==> src/rtl/irq_pkg.sv <==
`default_nettype none
// ============================================================================
// Module      : irq_pkg
// Description : Shared register offsets, FSM encoding and flag positions for
//               the interrupt controller.
// Revision    : 1.0 - initial release
// ============================================================================
package irq_pkg;

    localparam logic [1:0] REG_MASK    = 2'd0;
    localparam logic [1:0] REG_PENDING = 2'd1;
    localparam logic [1:0] REG_MODE    = 2'd2;
    localparam logic [1:0] REG_ACTIVE  = 2'd3;

    localparam logic [1:0] IDLE   = 2'd0;
    localparam logic [1:0] REQ    = 2'd1;
    localparam logic [1:0] ACTIVE = 2'd2;

    localparam int ACTIVE_FLAG_BIT = 31;

endpackage : irq_pkg
`default_nettype wire

==> src/rtl/irq_src_sync.sv <==
`default_nettype none
// ============================================================================
// Module      : irq_src_sync
// Description : Per-source synchroniser chain followed by a rising-edge
//               detector (delay flop).
// Revision    : 1.0 - initial release
// ============================================================================
module irq_src_sync #(
    parameter int SYNC_STAGES = 2
) (
    input  logic clk,
    input  logic nreset,
    input  logic src,
    output logic synced,
    output logic rise
);

    logic w_synced;
    logic r_dly;

    generate
        if (SYNC_STAGES == 0) begin : g_bypass
            assign w_synced = src;
        end else begin : g_chain
            logic [SYNC_STAGES-1:0] r_sync;

            always_ff @(posedge clk or negedge nreset) begin
                if (!nreset) begin
                    r_sync <= '0;
                end else begin
                    r_sync[0] <= src;
                    for (int i = 1; i < SYNC_STAGES; i++) begin
                        r_sync[i] <= r_sync[i-1];
                    end
                end
            end

            assign w_synced = r_sync[SYNC_STAGES-1];
        end
    endgenerate

    always_ff @(posedge clk or negedge nreset) begin
        if (!nreset) begin
            r_dly <= 1'b0;
        end else begin
            r_dly <= w_synced;
        end
    end

    assign synced = w_synced;
    assign rise   = w_synced & ~r_dly;

endmodule : irq_src_sync
`default_nettype wire

==> src/rtl/irq_controller.sv <==
`default_nettype none
// ============================================================================
// Module      : irq_controller
// Description : Prioritised interrupt controller with per-source mask,
//               pending and edge/level mode, plus ack/EOI handshake.
// Revision    : 1.0 - initial release
// ============================================================================
module irq_controller
    import irq_pkg::*;
#(
    parameter int                 NUM_SRC     = 8,
    parameter int                 SYNC_STAGES = 2,
    parameter logic [NUM_SRC-1:0] MASK_RESET  = '0,
    parameter logic [NUM_SRC-1:0] MODE_RESET  = '1,
    localparam int                IDW         = (NUM_SRC > 1) ? $clog2(NUM_SRC) : 1
) (
    input  logic               clk,
    input  logic               nreset,
    input  logic [NUM_SRC-1:0] src,
    input  logic [1:0]         reg_addr,
    input  logic [31:0]        reg_wdata,
    input  logic               reg_we,
    input  logic               reg_re,
    output logic [31:0]        reg_rdata,
    output logic               irq,
    output logic [IDW-1:0]     irq_id,
    input  logic               irq_ack,
    input  logic               irq_eoi
);

    logic [NUM_SRC-1:0] w_synced, w_rise, w_clr, w_pending_nxt, w_eligible;
    logic [NUM_SRC-1:0] r_pending, r_mask, r_mode;
    logic [1:0]         r_state, w_state_nxt;
    logic [IDW-1:0]     r_id, w_winner;
    logic [31:0]        r_rdata, w_rd_mux;
    logic               w_any, w_wr_pend;

    generate
        for (genvar gi = 0; gi < NUM_SRC; gi++) begin : g_src
            irq_src_sync #(
                .SYNC_STAGES (SYNC_STAGES)
            ) u_sync (
                .clk    (clk),
                .nreset (nreset),
                .src    (src[gi]),
                .synced (w_synced[gi]),
                .rise   (w_rise[gi])
            );
        end

        if (NUM_SRC < 32) begin : g_wdata_upper
            logic w_unused;
            assign w_unused = ^reg_wdata[31:NUM_SRC];
        end
    endgenerate

    assign w_wr_pend = reg_we && (reg_addr == REG_PENDING);

    // W1C and ack clears; a same-cycle rising edge still sets the bit.
    always_comb begin
        w_clr = '0;
        if (w_wr_pend) begin
            w_clr = reg_wdata[NUM_SRC-1:0];
        end
        if ((r_state == REQ) && irq_ack) begin
            w_clr[r_id] = 1'b1;
        end
    end

    assign w_pending_nxt = (r_mode & (w_rise | (r_pending & ~w_clr)))
                         | (~r_mode & w_synced);
    assign w_eligible    = r_pending & r_mask;
    assign w_any         = |w_eligible;

    always_comb begin
        w_winner = '0;
        for (int i = NUM_SRC - 1; i >= 0; i--) begin
            if (w_eligible[i]) begin
                w_winner = IDW'(i);
            end
        end
    end

    always_comb begin
        w_state_nxt = r_state;
        case (r_state)
            IDLE:    if (w_any) w_state_nxt = REQ;
            REQ: begin
                if (irq_ack) begin
                    w_state_nxt = ACTIVE;
                end else if (!w_eligible[r_id]) begin
                    w_state_nxt = IDLE;
                end
            end
            ACTIVE:  if (irq_eoi) w_state_nxt = IDLE;
            default: w_state_nxt = IDLE;
        endcase
    end

    // Id field is only meaningful while a handler is running.
    always_comb begin
        w_rd_mux = '0;
        case (reg_addr)
            REG_MASK:    w_rd_mux[NUM_SRC-1:0] = r_mask;
            REG_PENDING: w_rd_mux[NUM_SRC-1:0] = r_pending;
            REG_MODE:    w_rd_mux[NUM_SRC-1:0] = r_mode;
            REG_ACTIVE: begin
                if (r_state == ACTIVE) begin
                    w_rd_mux[ACTIVE_FLAG_BIT] = 1'b1;
                    w_rd_mux[IDW-1:0]         = r_id;
                end
            end
            default:     w_rd_mux = '0;
        endcase
    end

    always_ff @(posedge clk or negedge nreset) begin
        if (!nreset) begin
            r_state   <= IDLE;
            r_id      <= '0;
            r_pending <= '0;
            r_mask    <= MASK_RESET;
            r_mode    <= MODE_RESET;
            r_rdata   <= '0;
        end else begin
            r_state   <= w_state_nxt;
            r_pending <= w_pending_nxt;
            if ((r_state == IDLE) && w_any) begin
                r_id <= w_winner;
            end
            if (reg_we && (reg_addr == REG_MASK)) begin
                r_mask <= reg_wdata[NUM_SRC-1:0];
            end
            if (reg_we && (reg_addr == REG_MODE)) begin
                r_mode <= reg_wdata[NUM_SRC-1:0];
            end
            if (reg_re) begin
                r_rdata <= w_rd_mux;
            end
        end
    end

    assign irq       = (r_state == REQ);
    assign irq_id    = r_id;
    assign reg_rdata = r_rdata;

endmodule : irq_controller
`default_nettype wire

==> config.mk <==
export PLATFORM = sky130hd
export DESIGN_NAME = irq_controller
export DESIGN_NICKNAME = d
export VERILOG_FILES = /design/src/rtl/irq_pkg.sv /design/src/rtl/irq_src_sync.sv /design/src/rtl/irq_controller.sv
export SDC_FILE = /design/constraint.sdc
export NUM_CORES = 1
export LEC_CHECK = 0
export BUFFER_PORTS_ARGS = -buffer_cell sky130_fd_sc_hd__buf_2
export CAP_MARGIN = 30
export CORE_MARGIN = 4
export CORE_UTILIZATION = 30
export CTS_CLUSTER_SIZE = 30
export DETAILED_ROUTE_END_ITERATION = 10
export PLACE_DENSITY = 0.55
export SLEW_MARGIN = 20
export SYNTH_ARGS = -nofsm -noshare
export SYNTH_HDL_FRONTEND = slang
export SYNTH_SLANG_ARGS = --single-unit
==> constraint.sdc <==
create_clock -name clk -period 1.4 [get_ports clk]
set_input_delay 0.07 -clock clk [delete_from_list [all_inputs] [get_ports clk]]
set_output_delay 0.07 -clock clk [all_outputs]
set_load 0.03 [all_outputs]
==> results.toml <==
[status]
status = "finished, final reports clean"

[critical_path]
cp.arrival_ns = 1.28
cp.required_ns = 1.33
crit_path_start_kind = "flop"
end_kind = "output port"
crit_type = "flop to output port"
crit_fanout = 5

[global_route]
grt.overflow.total = 0
track_usage_pct = 12.1
antenna_found_initial = 0
grt_pass1_vias = 1989
grt_max_degree = 63
grt_pass1_wl_um = 10300

[sta]
fmax_mhz = 739
setup_viol = 0
hold_viol = 0
tns_ns = 0
clock_skew_ns = 0.00723
slew_viol_final = 0
min_period_over_period_pct = 96.7
fin_crit_ns = 1.35
rsz0062_at_grt = "false"

[clocking]
clockRootBuffer = "clkbuf_8"
cts.sinks = 62
cts_max_level = 3
clock_path_buffers = 2
numCtsBuffers = 9
clock_latency_ns = 0.34
clkTransAtPathRegs_ns = 0.07
cts_tree = "done"

[route]
dr.pass1.iters = 4
ant_nets = 0
totalWireLength_um = 6180
wire_per_inst_um = 14.0
drc_errors = 0
vias = 2005
met1_length_um = 3160
wl_met3_um = 356
viasPerCell = 4.55
highest-signal-layer = "met4"
drtIter0Drc = 127
route.met2.wl_um = 2570

[final_layout]
drive_above_1_share_pct = 31.5
fin_cells = 441
syn_to_final_growth_pct = 30.8
insertedDiodeCount = 0
seqCellArea_um2 = 1560
finalNetCount = 376
multi_input_area_um2 = 1090
n_fill_cell = 865

[logic_synthesis]
synth_top_cell_area_share_pct = 49.0
ys_ff_latch = 62
synth_area_leaders = "dfrtp_1, dfstp_2, buf_4, nand2_1, mux2_2"
syn_area_um2 = 2760
netlist-cell-type-count = 39
syn_inst = 242
avgSynthCellArea_um2 = 11.4
synth_top_cell_by_area = "dfrtp_1"
seq_area_frac_synth_pct = 56.7
yosysWarnings = 0

[floorplan]
coreArea_um2 = 8850
fp.dieW_um = 104
start_util_pct = 31.1
ios = 84
row_count = 34
die_h_um = 104
dieArea_um2 = 10800

[min_path]
hp-class = "input pin to flop"

[placement]
io_buffers = 36
place.gp.congestion = 0.820
dp.final_hpwl_um = 4340
placed_cells = 407

[power_and_ir_drop]
p_per_area_nw_per_um2 = 1620
vdd_ir_drop_max_uv = 770
p_leak_nw = 1.70

[flow_run]
maxCapViolCount = 0
logic make-up after synthesis:
family / share of synthesized area [%]
simple gates: 12.4
flops: 56.7
compound gates: 14.0
buf+inv: 7.99
mux: 8.77
other cells: 0.136
Yosys cell counts:
| master | n |
|---|---|
| nand3b_1 | 2 |
| nor2_1 | 14 |
| and4b_1 | 1 |
| a21oi_1 | 17 |
| a21boi_0 | 1 |
| o21ai_1 | 4 |
| a22oi_1 | 3 |
| or2_1 | 1 |
| o2111ai_1 | 1 |
| buf_4 | 24 |
| nor2_4 | 1 |
| and2_1 | 4 |
| o41ai_2 | 1 |
| o21ai_0 | 3 |
| a221oi_1 | 6 |
| nor2b_2 | 1 |
| o31ai_1 | 1 |
| mux2_2 | 9 |
| dfrtp_1 | 54 |
| a21o_1 | 6 |
| conb_1 | 1 |
| nand3b_4 | 1 |
| inv_1 | 6 |
| a31o_2 | 1 |
| nand2b_1 | 3 |
| o221ai_1 | 3 |
| nand2_1 | 29 |
| nand3_1 | 4 |
| nor2b_1 | 5 |
| mux2i_1 | 5 |
| a22o_1 | 6 |
| and3_1 | 1 |
| buf_2 | 2 |
| clkbuf_1 | 2 |
| mux2_1 | 8 |
| a32oi_1 | 1 |
| and2b_1 | 1 |
| a32o_1 | 1 |
| dfstp_2 | 8 |
flip-flops by register name (all words and copies together) (netlist names):
signal	flops
r_state	2
r_pending	8
r_mode	8
reg_rdata	9
irq_id	3
g_src.u_sync.g_chain.r_sync	16
r_mask	8
g_src.u_sync.r_dly	8
routing by layer:
metal,vias up,track usage [%]
met4,0,5.22
met1,947,17.5
li1,980,-
met5,-,0
met3,9,3.67
met2,69,16.5
what timing repair did:
item,in CTS,in global routing
endpoints found under the hold margin,78,0
hold buffers,18,0
endpoints found under the setup margin,0,5
buffers inserted,0,0
resized for setup,0,7
cell type report:
type	instances	share of cell area (%)
Timing Repair Buffer	81	16.4
Multi-Input combinational cell	168	30.1
Clock inverter	5	1.60
Sequential cell	62	43.3
Inverter	6	0.625
Clock buffer	11	4.20
Tap cell	108	3.75
where the power goes:
group	switching [mW]	total [mW]	internal, mW
logic	1.05	1.86	0.814
registers	0.227	2.33	2.11
clock network	0.718	1.63	0.915
layout by cell type (no fill, tap or decap), types with 3 or more instances in the layout:
cell type	instances
mux2i_1	5
nand2_1	29
nand3_1	4
o21ai_1	4
a22oi_1	3
dfrtp_1	54
mux2_1	8
nor2_1	14
buf_4	26
dlygate4sd3_1	18
buf_2	35
o221ai_1	3
o21ai_0	3
clkinvlp_4	3
a21oi_1	17
and2_1	4
a221oi_1	4
clkbuf_8	11
dfstp_2	8
inv_1	6
nand2b_1	3
nor2b_1	5
a22o_1	6
mux2_2	9
conb_1	23
a21o_1	6
critical path: stages (launching register included):
cell and delay (ns):
dfrtp_1 0.40, and2b_2 0.24, buf_4 0.14, buf_4 0.16
path summary, 6_finish.rpt:
| check | endpoint | slack, ns | from | cells past startpoint |
|---|---|---|---|---|
| worst max-delay path | irq | 0.05 | r_state[1] | 3 |
| worst min-delay path | r_state[1] | 0.04 | irq_ack | 3 |
| worst max register to register | irq_id[0] | 0.07 | r_pending[0] | 4 |
| worst min register to register | g_src[5].u_sync.g_chain.r_sync[1] | 0.34 | g_src[5].u_sync.g_chain.r_sync[0] | 0 |
| max in group asynchronous | r_mode[4] | 0.83 | nreset | 3 |
| min in group asynchronous | g_src[7].u_sync.g_chain.r_sync[0] | 0.26 | nreset | 3 |
through the flow:
step                worst slack [ns]  util [%]  instance area, um^2  hold slack [ns]  power, mW
floorplan                     0.0387         -                 2840           -0.226       3.42
global placement              0.0379      36.0                 3180            0.106       4.09
finish                        0.0459      40.7                 3600           0.0431       5.83
CTS                          0.00732      40.4                 3570           0.0239       5.81
detailed placement            0.0235      36.0                 3180            0.107       4.11
global route                 0.00166      40.7                 3600           0.0652       6.17
Power figures use the tool's default switching activity.
